<file path="src/rtl/arb_pkg.sv">
// Shared types and constants for the 8-way arbiter: state encoding, requester
// count, id type and the rotation helper used for round-robin search.
package arb_pkg;

    localparam int unsigned NUM_REQ = 8;
    localparam int unsigned ID_W    = 3;

    typedef logic [ID_W-1:0]    arb_id_t;
    typedef logic [NUM_REQ-1:0] arb_vec_t;

    typedef enum logic {
        IDLE  = 1'b0,
        GRANT = 1'b1
    } arb_state_e;

    // result[j] = v[(j + n) mod NUM_REQ]; the 3-bit add wraps naturally
    function automatic arb_vec_t rotr(input arb_vec_t v, input arb_id_t n);
        arb_vec_t r;
        arb_id_t  src;
        r   = '0;
        src = '0;
        for (int unsigned j = 0; j < NUM_REQ; j++) begin
            src  = arb_id_t'(j) + n;
            r[j] = v[src];
        end
        return r;
    endfunction

endpackage

</file>
<file path="src/rtl/prio_enc8.sv">
// Combinational 8-to-3 priority encoder: reports the highest set bit and
// whether any bit is set.
module prio_enc8
    import arb_pkg::*;
(
    input  logic [NUM_REQ-1:0] req_i,
    output logic [ID_W-1:0]    idx_o,
    output logic               valid_o
);

    arb_id_t pos;

    // Ascending scan: the last hit, i.e. the highest index, wins
    always_comb begin
        idx_o   = '0;
        valid_o = 1'b0;
        pos     = '0;
        for (int unsigned i = 0; i < NUM_REQ; i++) begin
            pos = arb_id_t'(i);
            if (req_i[pos]) begin
                idx_o   = pos;
                valid_o = 1'b1;
            end
        end
    end

endmodule

</file>
<file path="src/rtl/rr_arb8.sv">
// 8-requester arbiter with round-robin or fixed priority, a hold limit per
// grant and a mandatory one-cycle idle bubble between grants.
module rr_arb8
    import arb_pkg::*;
#(
    parameter int unsigned RR_EN    = 1,
    parameter int unsigned MAX_HOLD = 15
) (
    input  logic               clk,
    input  logic               rst_n,
    input  logic [NUM_REQ-1:0] req,
    input  logic               done,
    output logic [NUM_REQ-1:0] grant,
    output logic [ID_W-1:0]    grant_id,
    output logic               grant_valid,
    output logic               timeout
);

    localparam logic [7:0] HOLD_LIMIT = 8'(MAX_HOLD - 1);

    arb_state_e state_q;
    arb_vec_t   grant_q;
    arb_id_t    grant_id_q;
    logic       grant_valid_q;
    logic       timeout_q;
    arb_id_t    last_id_q;
    logic [7:0] hold_cnt_q;

    arb_id_t    offset;
    arb_vec_t   rot_req;
    arb_id_t    enc_idx;
    logic       enc_valid;
    arb_id_t    winner_d;
    arb_vec_t   grant_d;
    logic [7:0] hold_cnt_d;
    logic       held_req;
    logic       hit_limit;

    // Rotating by last_id puts index (last_id-1) at the encoder's top bit,
    // so the highest-first scan becomes the round-robin search order.
    always_comb begin
        offset     = (RR_EN != 0) ? last_id_q : '0;
        rot_req    = rotr(req, offset);
        winner_d   = enc_idx + offset;
        grant_d    = arb_vec_t'(1) << winner_d;
        hold_cnt_d = hold_cnt_q + 8'd1;
        held_req   = req[grant_id_q];
        hit_limit  = (hold_cnt_q == HOLD_LIMIT);
    end

    prio_enc8 u_enc (
        .req_i   (rot_req),
        .idx_o   (enc_idx),
        .valid_o (enc_valid)
    );

    always_ff @(posedge clk or negedge rst_n) begin
        if (!rst_n) begin
            state_q       <= IDLE;
            grant_q       <= '0;
            grant_id_q    <= '0;
            grant_valid_q <= 1'b0;
            timeout_q     <= 1'b0;
            last_id_q     <= '0;
            hold_cnt_q    <= '0;
        end else begin
            case (state_q)
                IDLE: begin
                    timeout_q <= 1'b0;
                    if (enc_valid) begin
                        state_q       <= GRANT;
                        grant_q       <= grant_d;
                        grant_id_q    <= winner_d;
                        grant_valid_q <= 1'b1;
                        last_id_q     <= winner_d;
                        hold_cnt_q    <= '0;
                    end
                end
                GRANT: begin
                    if (done || !held_req || hit_limit) begin
                        state_q       <= IDLE;
                        grant_q       <= '0;
                        grant_id_q    <= '0;
                        grant_valid_q <= 1'b0;
                        // A release by done or req drop masks the limit
                        timeout_q     <= !done && held_req;
                    end else begin
                        hold_cnt_q <= hold_cnt_d;
                    end
                end
                default: begin
                    state_q <= IDLE;
                end
            endcase
        end
    end

    assign grant       = grant_q;
    assign grant_id    = grant_id_q;
    assign grant_valid = grant_valid_q;
    assign timeout     = timeout_q;

endmodule

</file>
<file path="config.mk">
export PLATFORM = sky130hd
export DESIGN_NAME = rr_arb8
export DESIGN_NICKNAME = d
export VERILOG_FILES = /design/src/rtl/arb_pkg.sv /design/src/rtl/prio_enc8.sv /design/src/rtl/rr_arb8.sv
export SDC_FILE = /design/constraint.sdc
export NUM_CORES = 1
export LEC_CHECK = 0
export CAP_MARGIN = 0
export CORE_MARGIN = 2
export CORE_UTILIZATION = 39
export CTS_CLUSTER_DIAMETER = 60
export DETAILED_ROUTE_END_ITERATION = 16
export DONT_BUFFER_PORTS = 1
export GPL_ROUTABILITY_DRIVEN = 0
export SETUP_SLACK_MARGIN = 0.5
export SLEW_MARGIN = 20
export SYNTH_ARGS = -nofsm -noshare
export SYNTH_HDL_FRONTEND = slang
export SYNTH_HIERARCHICAL = 1
export SYNTH_SLANG_ARGS = --single-unit
</file>
<file path="constraint.sdc">
create_clock -name clk -period 8.5 [get_ports clk]
set_input_delay 0.425 -clock clk [delete_from_list [all_inputs] [get_ports clk]]
set_output_delay 0.425 -clock clk [all_outputs]
set_load 0.01 [all_outputs]
</file>
==> out/results.ini <==
[timing]
worst-slew-pin-transition_ns = 1.03
final.setup.tns_ns = 0
hold_viol_final = 0
finalCriticalPeriod_ns = 3.63
holdWs_ns = 0.393
fmax_ghz = 0.276
setup_viol = 0
finClkSkew_ns = 0.00268
slew_headroom_pct = 31.5
finalMaxSlewViolations = 0
rsz0062_at_grt = no
period_share_pct = 42.7

[global_route]
antenna_found_initial = 0
grt_pass1_vias = 1442
grt_first_pass_wirelength_mm = 7.38
grt-ovfl-total = 0
grt_use_total_pct = 17.1
grt_max_degree = 37

[critical_path]
reg2reg_depth = 12
slowest_stage = dfrtp_1
timing.rr.start = last_id_q[0]
critPathKind = reg -> reg
timing.rr.end = grant[1]
cp_top_family = multiplexers
crit_start = last_id_q[0]
start_kind = flop
cp_data_arrival_time_ns = 3.75
cp-end-kind = flop
worstPathRequired_ns = 8.62
cpPeakStageDelay_ns = 0.69
cp_cell_sequence = inv_1 > ha_1 > mux4_2 > mux2_2 > a21oi_1 > o31ai_1 > ha_1 > inv_1 > fa_1 > xor3_1 > a22oi_1 > o22ai_1
r2r_setup_slack_ns = 4.87
crit_fanout = 12
crit_buf_inv = 2

[die]
ioPinCount = 24
start_util_pct = 39.7
dieArea_um2 = 5720
die_width_um = 75.6
die_h_um = 75.6
rows = 26
core-area_um2 = 5040

[clock_network]
cts_buffers = 3
clock_path_buffers = 2
numClockSinks = 25
clock_latency_ns = 0.28
cts_tree = done
path_clk_slew_ns = 0.09
cts-root-buf = clkbuf_8
post_cts_buffers = 0
cts-htree-levels = 1

[placement]
placed_area_um2 = 1980
dp.cells = 263
portBuffers = 0
hpwl_mm = 3.21

[synthesis]
synthTopCellsByArea = dfrtp_1, mux4_2, mux2_2
yosysTopAreaCell = dfrtp_1
synthArstFlopShare_pct = 100
synth_cell_types = 50
syn_area_um2 = 2000
synth_top_area_share_pct = 31.3
syn_area_per_cell_um2 = 9.66
yosysSeqAreaShare_pct = 31.3
synthCells = 207
yosys_warnings = 6
syn_nets = 224
ys_ff_latch = 25
ys.flop_type = dfrtp_1
synth_edf_count = 0

[finish]
fin_cells = 269
drive_gt1_share_pct = 15.1
area_growth_pct = 3.00
n_antenna_cell = 0
final_area_um2 = 2060
nets = 217

[drt]
dr.first_iter.drc_count = 77
firstDrtPassIters = 4
wl_per_cell_um = 16.9
vias_per_cell = 5.84
wl_mm = 4.54
ant_nets = 0
drcViolationCount = 0
vias = 1571

[worst_hold_path]
hold_class = in -> reg
worst_hold_startpoint = done
whs_path_depth = 2
holdPathEnd = timeout

[power]
fin_total_pwr_mw = 0.972
power_density_nw_per_um2 = 472
power_leakage_nw = 0.838
irDropWorstVdd_mv = 0.175

[run]
cap_violations = 0

[outcome]
status = finished clean

==> routing by layer <==
layer / track usage, % / share of wire (%) / routed length (um)
met2: 25.0 / 46 / 2080
met3: 3.17 / 5.1 / 230
met5: 0 / 0 / 0
met1: 25.0 / 48 / 2170
met4: 6.43 / 1.3 / 61
==> sequential cells by signal, summed over array words and instances, names as in the netlist <==
register,count
grant,8
hold_cnt_q,8
state_q,1
last_id_q,3
grant_id,3
timeout,1
grant_valid,1
==> through the flow <==
stage / util (%) / setup slack (ns)
final: 40.8 / 4.87
after global routing: 40.8 / 4.54
after CTS: 40.8 / 4.85
after detailed placement: 39.3 / 4.85
after global placement: 39.3 / 4.91
after floorplan: - / 5.20
==> area by class of cell <==
type,count,area (um2)
clock inverter,1,7.51
inverter,10,37.5
timing repair buffer,2,30.0
sequential,25,626
tap,70,87.6
multi-input combinational,158,1230
clock buffer,3,41.3
fill,495,2980
==> worst max-delay path by stage <==
| stage | slack, ns | end | cells past startpoint |
|---|---|---|---|
| floorplan | 5.20 | grant[1] | 13 |
| global route | 4.54 | grant[1] | 12 |
| detailed placement | 4.85 | grant[1] | 12 |
| finish | 4.87 | grant[1] | 12 |
| CTS | 4.85 | grant[1] | 12 |
| global placement | 4.91 | grant[1] | 12 |
==> cell usage after synthesis, types with 6 or more instances <==
| master | instances |
|---|---|
| mux4_2 | 8 |
| clkbuf_1 | 6 |
| nor2_1 | 14 |
| nand4_1 | 8 |
| a22oi_1 | 9 |
| o22ai_1 | 10 |
| mux2_2 | 9 |
| nor3_1 | 6 |
| nand2_1 | 24 |
| inv_1 | 9 |
| mux2i_1 | 7 |
| dfrtp_1 | 25 |
==> where the power goes <==
group	switching [mW]	total, mW	internal, mW
combinational	0.340	0.654	0.313
sequential	0.0880	0.243	0.155
clock	0.0414	0.0747	0.0333
total	0.470	0.972	0.502
==> kinds of logic after synthesis <==
logic type | share of synthesized area, %
compound gates | 17.3
xor+xnor | 3.38
flops | 31.3
mux | 17.6
fa+ha+maj | 4.13
buf+inv | 7.20
simple gates | 19.1
==> cells in the final DEF, fill, tap and decap left out, types with 6 or more instances in the layout <==
cell type	netlist	routed
o22ai_1	10	10
nand2_1	24	24
a22oi_1	9	9
dfrtp_1	25	25
mux2_2	9	9
nor3_1	6	6
nor2_1	14	14
mux4_2	8	8
inv_1	9	9
nand4_1	8	8
mux2i_1	7	7
==> repair_timing <==
item                                    CTS  global route
hold buffers                              2             0
endpoints found under the setup margin    0             0
endpoints found under the hold margin    25             0
gates resized for setup                   0             0
No activity file was read; power rests on OpenSTA's default activity.
